[src/rtl/multicycle_ctrl_if.sv]
// rtl/multicycle_ctrl_if.sv - memory handshake bundle between control unit and memory port
interface multicycle_ctrl_if;
    logic mem_req;
    logic mem_write;
    logic adr_src;
    logic mem_ready;

    modport master (
        output mem_req,
        output mem_write,
        output adr_src,
        input  mem_ready
    );

    modport slave (
        input  mem_req,
        input  mem_write,
        input  adr_src,
        output mem_ready
    );
endinterface

[src/rtl/multicycle_ctrl.sv]
// rtl/multicycle_ctrl.sv - multicycle RV32I control FSM with memory waits, MDU slot and trap
module multicycle_ctrl #(
    parameter int MEXT_EN       = 1,
    parameter int MDU_LATENCY   = 32,
    parameter int MEM_HANDSHAKE = 1
) (
    input  logic                     clk,
    input  logic                     rst_n,
    input  logic [6:0]               opcode,
    input  logic                     funct7_b0,
    input  logic                     branch_cond,
    multicycle_ctrl_if.master        mem,
    output logic                     pc_write,
    output logic                     ir_write,
    output logic [1:0]               result_src,
    output logic [1:0]               alu_src_a,
    output logic [1:0]               alu_src_b,
    output logic [1:0]               alu_op,
    output logic [2:0]               imm_src,
    output logic                     reg_write,
    output logic                     mdu_start,
    output logic                     instr_done,
    output logic                     illegal_instr,
    output logic [3:0]               state_o
);

    typedef enum logic [3:0] {
        S_FETCH    = 4'd0,
        S_DECODE   = 4'd1,
        S_MEMADR   = 4'd2,
        S_MEMREAD  = 4'd3,
        S_MEMWB    = 4'd4,
        S_MEMWRITE = 4'd5,
        S_EXECR    = 4'd6,
        S_EXECI    = 4'd7,
        S_ALUWB    = 4'd8,
        S_BRANCH   = 4'd9,
        S_JAL      = 4'd10,
        S_JALRADR  = 4'd11,
        S_LUI      = 4'd12,
        S_AUIPC    = 4'd13,
        S_MDU      = 4'd14,
        S_TRAP     = 4'd15
    } state_t;

    localparam logic [6:0] OP_LOAD   = 7'b0000011;
    localparam logic [6:0] OP_STORE  = 7'b0100011;
    localparam logic [6:0] OP_RTYPE  = 7'b0110011;
    localparam logic [6:0] OP_ITYPE  = 7'b0010011;
    localparam logic [6:0] OP_BRANCH = 7'b1100011;
    localparam logic [6:0] OP_JAL    = 7'b1101111;
    localparam logic [6:0] OP_JALR   = 7'b1100111;
    localparam logic [6:0] OP_LUI    = 7'b0110111;
    localparam logic [6:0] OP_AUIPC  = 7'b0010111;

    localparam logic [5:0] MDU_LOAD = 6'(MDU_LATENCY - 1);

    state_t     state_q, state_d;
    logic [5:0] cnt_q, cnt_d;
    logic       mdu_flag_q, mdu_flag_d;
    // run_q holds the FSM in FETCH until the first edge after reset release
    logic       run_q;
    logic       mem_ok;

    // With the handshake disabled every memory state completes in one cycle
    assign mem_ok  = (MEM_HANDSHAKE == 0) || mem.mem_ready;
    assign state_o = state_q;

    // Next-state and Moore output decode; everything is zeroed until run_q is set
    always_comb begin
        state_d       = state_q;
        cnt_d         = cnt_q;
        mdu_flag_d    = mdu_flag_q;
        pc_write      = 1'b0;
        ir_write      = 1'b0;
        result_src    = 2'b00;
        alu_src_a     = 2'b00;
        alu_src_b     = 2'b00;
        alu_op        = 2'b00;
        reg_write     = 1'b0;
        mdu_start     = 1'b0;
        instr_done    = 1'b0;
        illegal_instr = 1'b0;
        mem.mem_req   = 1'b0;
        mem.mem_write = 1'b0;
        mem.adr_src   = 1'b0;

        case (opcode)
            OP_LOAD, OP_JALR, OP_ITYPE: imm_src = 3'b000;
            OP_STORE:                   imm_src = 3'b001;
            OP_BRANCH:                  imm_src = 3'b010;
            OP_JAL:                     imm_src = 3'b011;
            OP_LUI, OP_AUIPC:           imm_src = 3'b100;
            default:                    imm_src = 3'b000;
        endcase

        case (state_q)
            S_FETCH: begin
                mem.mem_req = 1'b1;
                alu_src_b   = 2'b10;
                result_src  = 2'b10;
                if (mem_ok) begin
                    ir_write = 1'b1;
                    pc_write = 1'b1;
                    state_d  = S_DECODE;
                end
            end
            S_DECODE: begin
                alu_src_a = 2'b01;
                alu_src_b = 2'b01;
                case (opcode)
                    OP_LOAD, OP_STORE: state_d = S_MEMADR;
                    OP_RTYPE: begin
                        if ((MEXT_EN != 0) && funct7_b0) begin
                            state_d = S_MDU;
                            cnt_d   = MDU_LOAD;
                        end else begin
                            state_d = S_EXECR;
                        end
                    end
                    OP_ITYPE:  state_d = S_EXECI;
                    OP_BRANCH: state_d = S_BRANCH;
                    OP_JAL:    state_d = S_JAL;
                    OP_JALR:   state_d = S_JALRADR;
                    OP_LUI:    state_d = S_LUI;
                    OP_AUIPC:  state_d = S_AUIPC;
                    default:   state_d = S_TRAP;
                endcase
            end
            S_MEMADR: begin
                alu_src_a = 2'b10;
                alu_src_b = 2'b01;
                state_d   = (opcode == OP_STORE) ? S_MEMWRITE : S_MEMREAD;
            end
            S_MEMREAD: begin
                mem.mem_req = 1'b1;
                mem.adr_src = 1'b1;
                if (mem_ok) state_d = S_MEMWB;
            end
            S_MEMWB: begin
                result_src = 2'b01;
                reg_write  = 1'b1;
                instr_done = 1'b1;
                state_d    = S_FETCH;
            end
            S_MEMWRITE: begin
                mem.mem_req   = 1'b1;
                mem.mem_write = 1'b1;
                mem.adr_src   = 1'b1;
                if (mem_ok) begin
                    instr_done = 1'b1;
                    state_d    = S_FETCH;
                end
            end
            S_EXECR: begin
                alu_src_a = 2'b10;
                alu_op    = 2'b10;
                state_d   = S_ALUWB;
            end
            S_EXECI: begin
                alu_src_a = 2'b10;
                alu_src_b = 2'b01;
                alu_op    = 2'b10;
                state_d   = S_ALUWB;
            end
            S_LUI: begin
                alu_src_a = 2'b11;
                alu_src_b = 2'b01;
                state_d   = S_ALUWB;
            end
            S_AUIPC: begin
                alu_src_a = 2'b01;
                alu_src_b = 2'b01;
                state_d   = S_ALUWB;
            end
            S_ALUWB: begin
                result_src = mdu_flag_q ? 2'b11 : 2'b00;
                reg_write  = 1'b1;
                instr_done = 1'b1;
                mdu_flag_d = 1'b0;
                state_d    = S_FETCH;
            end
            S_BRANCH: begin
                alu_src_a  = 2'b10;
                alu_op     = 2'b01;
                pc_write   = branch_cond;
                instr_done = 1'b1;
                state_d    = S_FETCH;
            end
            S_JALRADR: begin
                alu_src_a = 2'b10;
                alu_src_b = 2'b01;
                state_d   = S_JAL;
            end
            S_JAL: begin
                alu_src_a = 2'b01;
                alu_src_b = 2'b10;
                pc_write  = 1'b1;
                state_d   = S_ALUWB;
            end
            S_MDU: begin
                // counter only equals the load value on the entry cycle
                mdu_start = (cnt_q == MDU_LOAD);
                if (cnt_q == 6'd0) begin
                    state_d    = S_ALUWB;
                    mdu_flag_d = 1'b1;
                end else begin
                    cnt_d = cnt_q - 6'd1;
                end
            end
            S_TRAP: begin
                illegal_instr = 1'b1;
                imm_src       = 3'b000;
            end
            default: state_d = S_FETCH;
        endcase

        if (!run_q) begin
            state_d       = S_FETCH;
            cnt_d         = cnt_q;
            mdu_flag_d    = mdu_flag_q;
            pc_write      = 1'b0;
            ir_write      = 1'b0;
            result_src    = 2'b00;
            alu_src_a     = 2'b00;
            alu_src_b     = 2'b00;
            alu_op        = 2'b00;
            imm_src       = 3'b000;
            reg_write     = 1'b0;
            mdu_start     = 1'b0;
            instr_done    = 1'b0;
            illegal_instr = 1'b0;
            mem.mem_req   = 1'b0;
            mem.mem_write = 1'b0;
            mem.adr_src   = 1'b0;
        end
    end

    // State, MDU counter and MDU-writeback flag registers
    always_ff @(posedge clk or negedge rst_n) begin
        if (!rst_n) begin
            run_q      <= 1'b0;
            state_q    <= S_FETCH;
            cnt_q      <= 6'd0;
            mdu_flag_q <= 1'b0;
        end else begin
            run_q      <= 1'b1;
            state_q    <= state_d;
            cnt_q      <= cnt_d;
            mdu_flag_q <= mdu_flag_d;
        end
    end

endmodule
[src/flat_wrapper.sv]
// flat-port wrapper written by rule: the top's interface ports become plain ports
module multicycle_ctrl_flat 
#(
    parameter int MEXT_EN       = 1,
    parameter int MDU_LATENCY   = 32,
    parameter int MEM_HANDSHAKE = 1
)
  (clk, rst_n, opcode, funct7_b0, branch_cond, pc_write, ir_write, result_src, alu_src_a, alu_src_b, alu_op, imm_src, reg_write, mdu_start, instr_done, illegal_instr, state_o, mem_mem_req, mem_mem_write, mem_adr_src, mem_mem_ready);
  multicycle_ctrl_if mem_i ();
  input  logic clk;
  input  logic rst_n;
  input  logic [6:0] opcode;
  input  logic funct7_b0;
  input  logic branch_cond;
  output logic pc_write;
  output logic ir_write;
  output logic [1:0] result_src;
  output logic [1:0] alu_src_a;
  output logic [1:0] alu_src_b;
  output logic [1:0] alu_op;
  output logic [2:0] imm_src;
  output logic reg_write;
  output logic mdu_start;
  output logic instr_done;
  output logic illegal_instr;
  output logic [3:0] state_o;
  output wire logic [$bits(mem_i.mem_req)-1:0] mem_mem_req;
  output wire logic [$bits(mem_i.mem_write)-1:0] mem_mem_write;
  output wire logic [$bits(mem_i.adr_src)-1:0] mem_adr_src;
  input wire logic [$bits(mem_i.mem_ready)-1:0] mem_mem_ready;
  assign mem_mem_req = mem_i.mem_req;
  assign mem_mem_write = mem_i.mem_write;
  assign mem_adr_src = mem_i.adr_src;
  assign mem_i.mem_ready = mem_mem_ready;
  multicycle_ctrl #(.MEXT_EN(MEXT_EN), .MDU_LATENCY(MDU_LATENCY), .MEM_HANDSHAKE(MEM_HANDSHAKE)) u_core (.clk(clk), .rst_n(rst_n), .opcode(opcode), .funct7_b0(funct7_b0), .branch_cond(branch_cond), .mem(mem_i), .pc_write(pc_write), .ir_write(ir_write), .result_src(result_src), .alu_src_a(alu_src_a), .alu_src_b(alu_src_b), .alu_op(alu_op), .imm_src(imm_src), .reg_write(reg_write), .mdu_start(mdu_start), .instr_done(instr_done), .illegal_instr(illegal_instr), .state_o(state_o));
endmodule
[config.mk]
export PLATFORM = sky130hd
export DESIGN_NAME = multicycle_ctrl_flat
export DESIGN_NICKNAME = d
export VERILOG_FILES = /design/src/rtl/multicycle_ctrl_if.sv /design/src/rtl/multicycle_ctrl.sv /design/src/flat_wrapper.sv
export SDC_FILE = /design/constraint.sdc
export NUM_CORES = 1
export LEC_CHECK = 0
export ABC_CLOCK_PERIOD_IN_PS = 4000
export BUFFER_PORTS_ARGS = -buffer_cell sky130_fd_sc_hd__buf_2
export CAP_MARGIN = 30
export CORE_ASPECT_RATIO = 0.7
export CORE_UTILIZATION = 40
export CTS_BUF_LIST = sky130_fd_sc_hd__clkbuf_4 sky130_fd_sc_hd__clkbuf_8
export DETAILED_ROUTE_END_ITERATION = 7
export SYNTH_ARGS = -nofsm -noshare
export SYNTH_HDL_FRONTEND = slang
export SYNTH_SLANG_ARGS = --single-unit
[constraint.sdc]
create_clock -name clk -period 4 [get_ports clk]
set_clock_uncertainty 0.1 [all_clocks]
set_input_delay 0.4 -clock clk [delete_from_list [all_inputs] [get_ports clk]]
set_output_delay 0.4 -clock clk [all_outputs]
set_load 0.1 [all_outputs]
* Word-level counts from Yosys, hierarchy flattened
Index checks and enable logic that the tools add are counted.
** Word-level totals
- Register bits after elaboration :: 12
- Bits of input ports :: 12
- Output and inout bits :: 24
- Logic and storage cells :: 104
** Cells by class
- Add/sub/neg operators :: 1
- Equality and inequality tests :: 34
- Multiplexer cells :: 46
- Reductions and logical operators :: 19
** Operators with widths (number)
- one-hot mux 4 bit (9 select lines) :: 1
- equality test 4 bit (second input constant) :: 8
- one-hot mux 4 bit (8 select lines) :: 1
- 2-to-1 mux 4 bit :: 6
- equality test 7 x 6 -> 1 bit (second input constant) :: 3
- equality test 7 bit (second input constant) :: 3
- 2-to-1 mux 1 bit :: 18
- 2-to-1 mux 6 bit :: 3
- equality test 4 x 3 -> 1 bit (second input constant) :: 4
- equality test 7 x 5 -> 1 bit (second input constant) :: 2
- != test 3 bit (second input constant) :: 4
- one-hot mux 2 bit (3 select lines) :: 2
- one-hot mux 3 bit (4 select lines) :: 1
- one-hot mux 6 bit (2 select lines) :: 1
- OR reduction 2 bit :: 6
- 2-to-1 mux 2 bit :: 5
- != test 10 bit (second input constant) :: 1
- AND reduction 5 bit :: 2
- OR reduction 5 bit :: 2
- 2-to-1 mux 3 bit :: 3
- OR reduction 3 bit :: 3
- equality test 4 x 2 -> 1 bit (second input constant) :: 2
- one-hot mux 2 bit (2 select lines) :: 2
- equality test 7 x 2 -> 1 bit (second input constant) :: 1
- other kinds (12) :: 16

* Depth between registers and ports, before layout
- Word-level depth :: 5
- Mapped depth :: 7
- Mapped depth without buffers :: 6

* Worst setup path before layout
Ideal clock, no wire load.
- Path type :: register -> output
- Start :: register u_core.state_q[3] (netlist: u_core.state_o[3])
- End :: output imm_src[0]
- Data arrival time :: 6.214 ns
- Required time :: 3.500 ns
- Setup slack :: -2.714 ns
- Stages on the path, launching flop included :: 6
- Path buffers :: 2
- Path through :: dfrtp_1 > buf_2 > clkbuf_1 > nand4_1 > nand2_1 > a2111oi_0
** On the way
- Word-level cells in the longest chain between the ends :: 3
** RTL lines
- start: declaration :: RTL line multicycle_ctrl.sv:58 : state_t state_q, state_d;
- start signal: assignment :: RTL line multicycle_ctrl.sv:248 : state_q <= state_d;
- equality test 4 bit :: RTL line multicycle_ctrl.sv:97 : case (state_q)
- 2-to-1 mux 3 bit :: RTL line multicycle_ctrl.sv:97
- 2-to-1 mux 3 bit :: RTL line multicycle_ctrl.sv:218 : if (!run_q) begin
- end: declaration :: RTL line flat_wrapper.sv:21 : output logic [2:0] imm_src;
Every way passes these cells.

* Worst setup path after layout
- Start :: register u_core.state_q[3] (netlist: u_core.state_o[3])
- End :: output mdu_start
** On the way
- Word-level cells in the longest chain between the ends :: 3
** RTL lines
- equality test 4 bit :: RTL line multicycle_ctrl.sv:97
- 2-to-1 mux 1 bit :: RTL line multicycle_ctrl.sv:97
- 2-to-1 mux 1 bit :: RTL line multicycle_ctrl.sv:218
- end: declaration :: RTL line flat_wrapper.sv:23 : output logic mdu_start;
Every way passes these cells.

==> metrics.csv <==
metric;value;unit
antenna_found_initial;0;
drt_wl_total;3960;um
routed_via_density;6.02;
setup_violations;0;
worst_setup_path_start_kind;flip-flop;
worst_slew_pin_slew;0.958;ns
yosys_warnings;0;
worst_skew_pair.late_latency;0.25;ns
drc;0;
grt_max_degree;32;
clock_sinks;12;
setup_tns;0;ns
coreArea;3210;um2
grt_use_total;0.224;
cts_max_level;1;
worst_ep_arrival_time;2.55;ns
area_growth;20.6;%
hold_class;primary input to asynchronous set/reset pin;
crit_fanout;31;
initial_core_util;0.429;
dieHeight;51.1;um
fmaxAchievable;328;MHz
io_buffers;35;
wl_per_cell;15.4;um
post_cts_resized;0;
worst-r2r-setup-slack;1.50;ns
status;completed;
ys_types;56;
dieWidth;72.1;um
cts_made_buffers;3;
rows;17;
power_density;788;nW/um2
cts_tree;done;
hold_buffers;1;
ys_seq_area_frac;0.218;
synth-edff-count;0;
yosys_most_used_dff;dfrtp_1;
dieArea;3680;um2
fillCellCount;311;
drt-pass1-iter-count;4;
critPathKind;flip-flop to output port;
leakage;0.689;nW
grt_pass1_wl;6530;um
clkTransAtPathRegs;0.06;ns
postRouteAntennaNets;0;
cp-end-kind;output port;
post_cts_buffers;0;
maxCapViolations;0;
layout_min_cycle_time;3.05;ns
synthArstFlopShare;1.00;
peakVddDrop;0.000280;V
vias;1547;
avgSynthCellArea;7.44;um2
drt_iter0_drc;177;
hpwl;2850;um
regArea;300;um2
ys_seq_elements;12;
finalCritPeriodShare;0.762;
max_slew_margin;0.362;
n_antenna_cell;0;
clock-root-buffer;clkbuf_8;
synth_area;1380;um2
first_global_vias;1324;
cts.path.max_buffers;2;
postSynthCellCount;185;
place_congestion;0.873;
overflow;0;
grt_setup_unrepaired;false;
hold_violations;0;
boundaryPins;36;
final_nets;226;
synth.net_count;200;
p_total;1.31;mW
multi_input_comb_area;1050;um2
slew_violations;0;
critPathRequiredTime;3.50;ns
drive_gt1_frac;0.243;
final_util;0.517;
cell usage after synthesis (2+ instances only):
library cell   n  area [um2]
o31ai_1        2        15.0
dfrtp_1       12         300
nand4b_1       3        26.3
nand3b_1       4        30.0
nand3_1        4        20.0
a31oi_1        2        12.5
a21o_1         2        15.0
xor2_1         2        17.5
o21ai_0        4        20.0
xnor2_1        2        17.5
ha_1           3        37.5
nand2b_1       7        43.8
o21ai_1        3        15.0
nor3b_1        2        15.0
or4_1          2        15.0
a21oi_1       10        50.1
nor4_1         2        12.5
or3_1          3        18.8
nand2_1       18        67.6
o21a_1         4        30.0
o211ai_1       2        15.0
a211o_1        2        17.5
buf_2          2        10.0
nand4_1        3        18.8
or2_1          2        12.5
nor2b_1        5        31.3
inv_1          4        15.0
nor3_1         8        40.0
a2111oi_0      3        26.3
mux2i_1        2        20.0
o32a_1         2        20.0
clkbuf_1      13        48.8
nor4b_1        3        26.3
nor2_1        17        63.8
and4b_1        2        20.0
a22o_1         2        17.5
or3b_1         3        26.3
power by group:
part,leakage [nW],internal (mW),total [mW],switching (mW)
combinational,0.520,0.216,0.859,0.644
sequential,0.140,0.155,0.311,0.156
clock,0.0288,0.0873,0.138,0.0506
total,0.689,0.458,1.31,0.850
logic make-up (layout without fill, tap and decap cells):
logic type / count (synthesis) / count (layout) / share of synthesized area
other: 1 / 1 / 0.00272
multiplexers: 3 / 3 / 0.0227
XOR/XNOR: 4 / 4 / 0.0255
AND/OR/NAND/NOR: 94 / 94 / 0.399
buffers and inverters: 19 / 44 / 0.0536
adder cells (fa/ha/maj): 3 / 3 / 0.0273
AO/OA/AOI/OAI: 49 / 49 / 0.251
flip-flops: 12 / 12 / 0.218
sequential cells by signal, summed over array words and instances, names as in the netlist:
name / count
u_core.cnt_q: 6
u_core.mdu_flag_q: 1
u_core.run_q: 1
u_core.state_o: 4
layout by cell type (no fill, tap or decap), drive strengths merged, types with 4 or more instances in the layout:
cell type,count
nand2,18
buf,35
o21ai,7
nand3,5
a21oi,11
dfrtp,12
nor3,8
nor2b,5
o21a,4
nand3b,4
clkbuf,4
nor4b,4
nand2b,7
nor2,17
inv,4
cell type report:
| type | instances | area share |
|---|---|---|
| Timing Repair Buffer | 36 | 0.112 |
| Tap cell | 47 | 0.0354 |
| Multi-Input combinational cell | 154 | 0.630 |
| Clock buffer | 4 | 0.0332 |
| Sequential cell | 12 | 0.181 |
| Inverter | 4 | 0.00904 |
worst max-delay path: stages, from the launching register on:
cell     delay [ns]
dfrtp_1        0.97
and4b_1        0.52
nand2_1        0.14
nor4b_2        0.21
buf_2          0.46
stage by stage:
step | worst slack, ns | area (um2) | hold slack (ns) | instances
4_1_cts | 0.992 | 1660 | 0.462 | 257
3_3_place_gp | 1.35 | 1600 | 0.190 | 252
5_1_grt | 0.741 | 1660 | 0.501 | 257
6_report | 0.952 | 1660 | 0.470 | 257
2_1_floorplan | 0.00974 | 1420 | 0.00441 | 185
3_5_place_dp | 1.26 | 1600 | 0.195 | 252
path summary, 6_finish.rpt:
check / from / to / cells past startpoint
min in group clk: u_core.cnt_q[1] / u_core.cnt_q[1] / 1
worst max register to register: u_core.state_o[3] / u_core.cnt_q[1] / 4
worst min register to register: u_core.cnt_q[1] / u_core.cnt_q[1] / 1
worst min-delay path: rst_n / u_core.cnt_q[0] / 2
max in group asynchronous: rst_n / u_core.state_o[3] / 2
worst max-delay path: u_core.state_o[3] / mdu_start / 4
routing by layer:
layer	GRT usage	vias to the layer above	wire length [um]
met1	0.337	749	2030
met5	0	-	0
met3	0.0434	3	220
li1	-	742	-
met2	0.336	53	1690
met4	0.0294	0	19
Note: power is estimated with default switching activity, not from simulation.
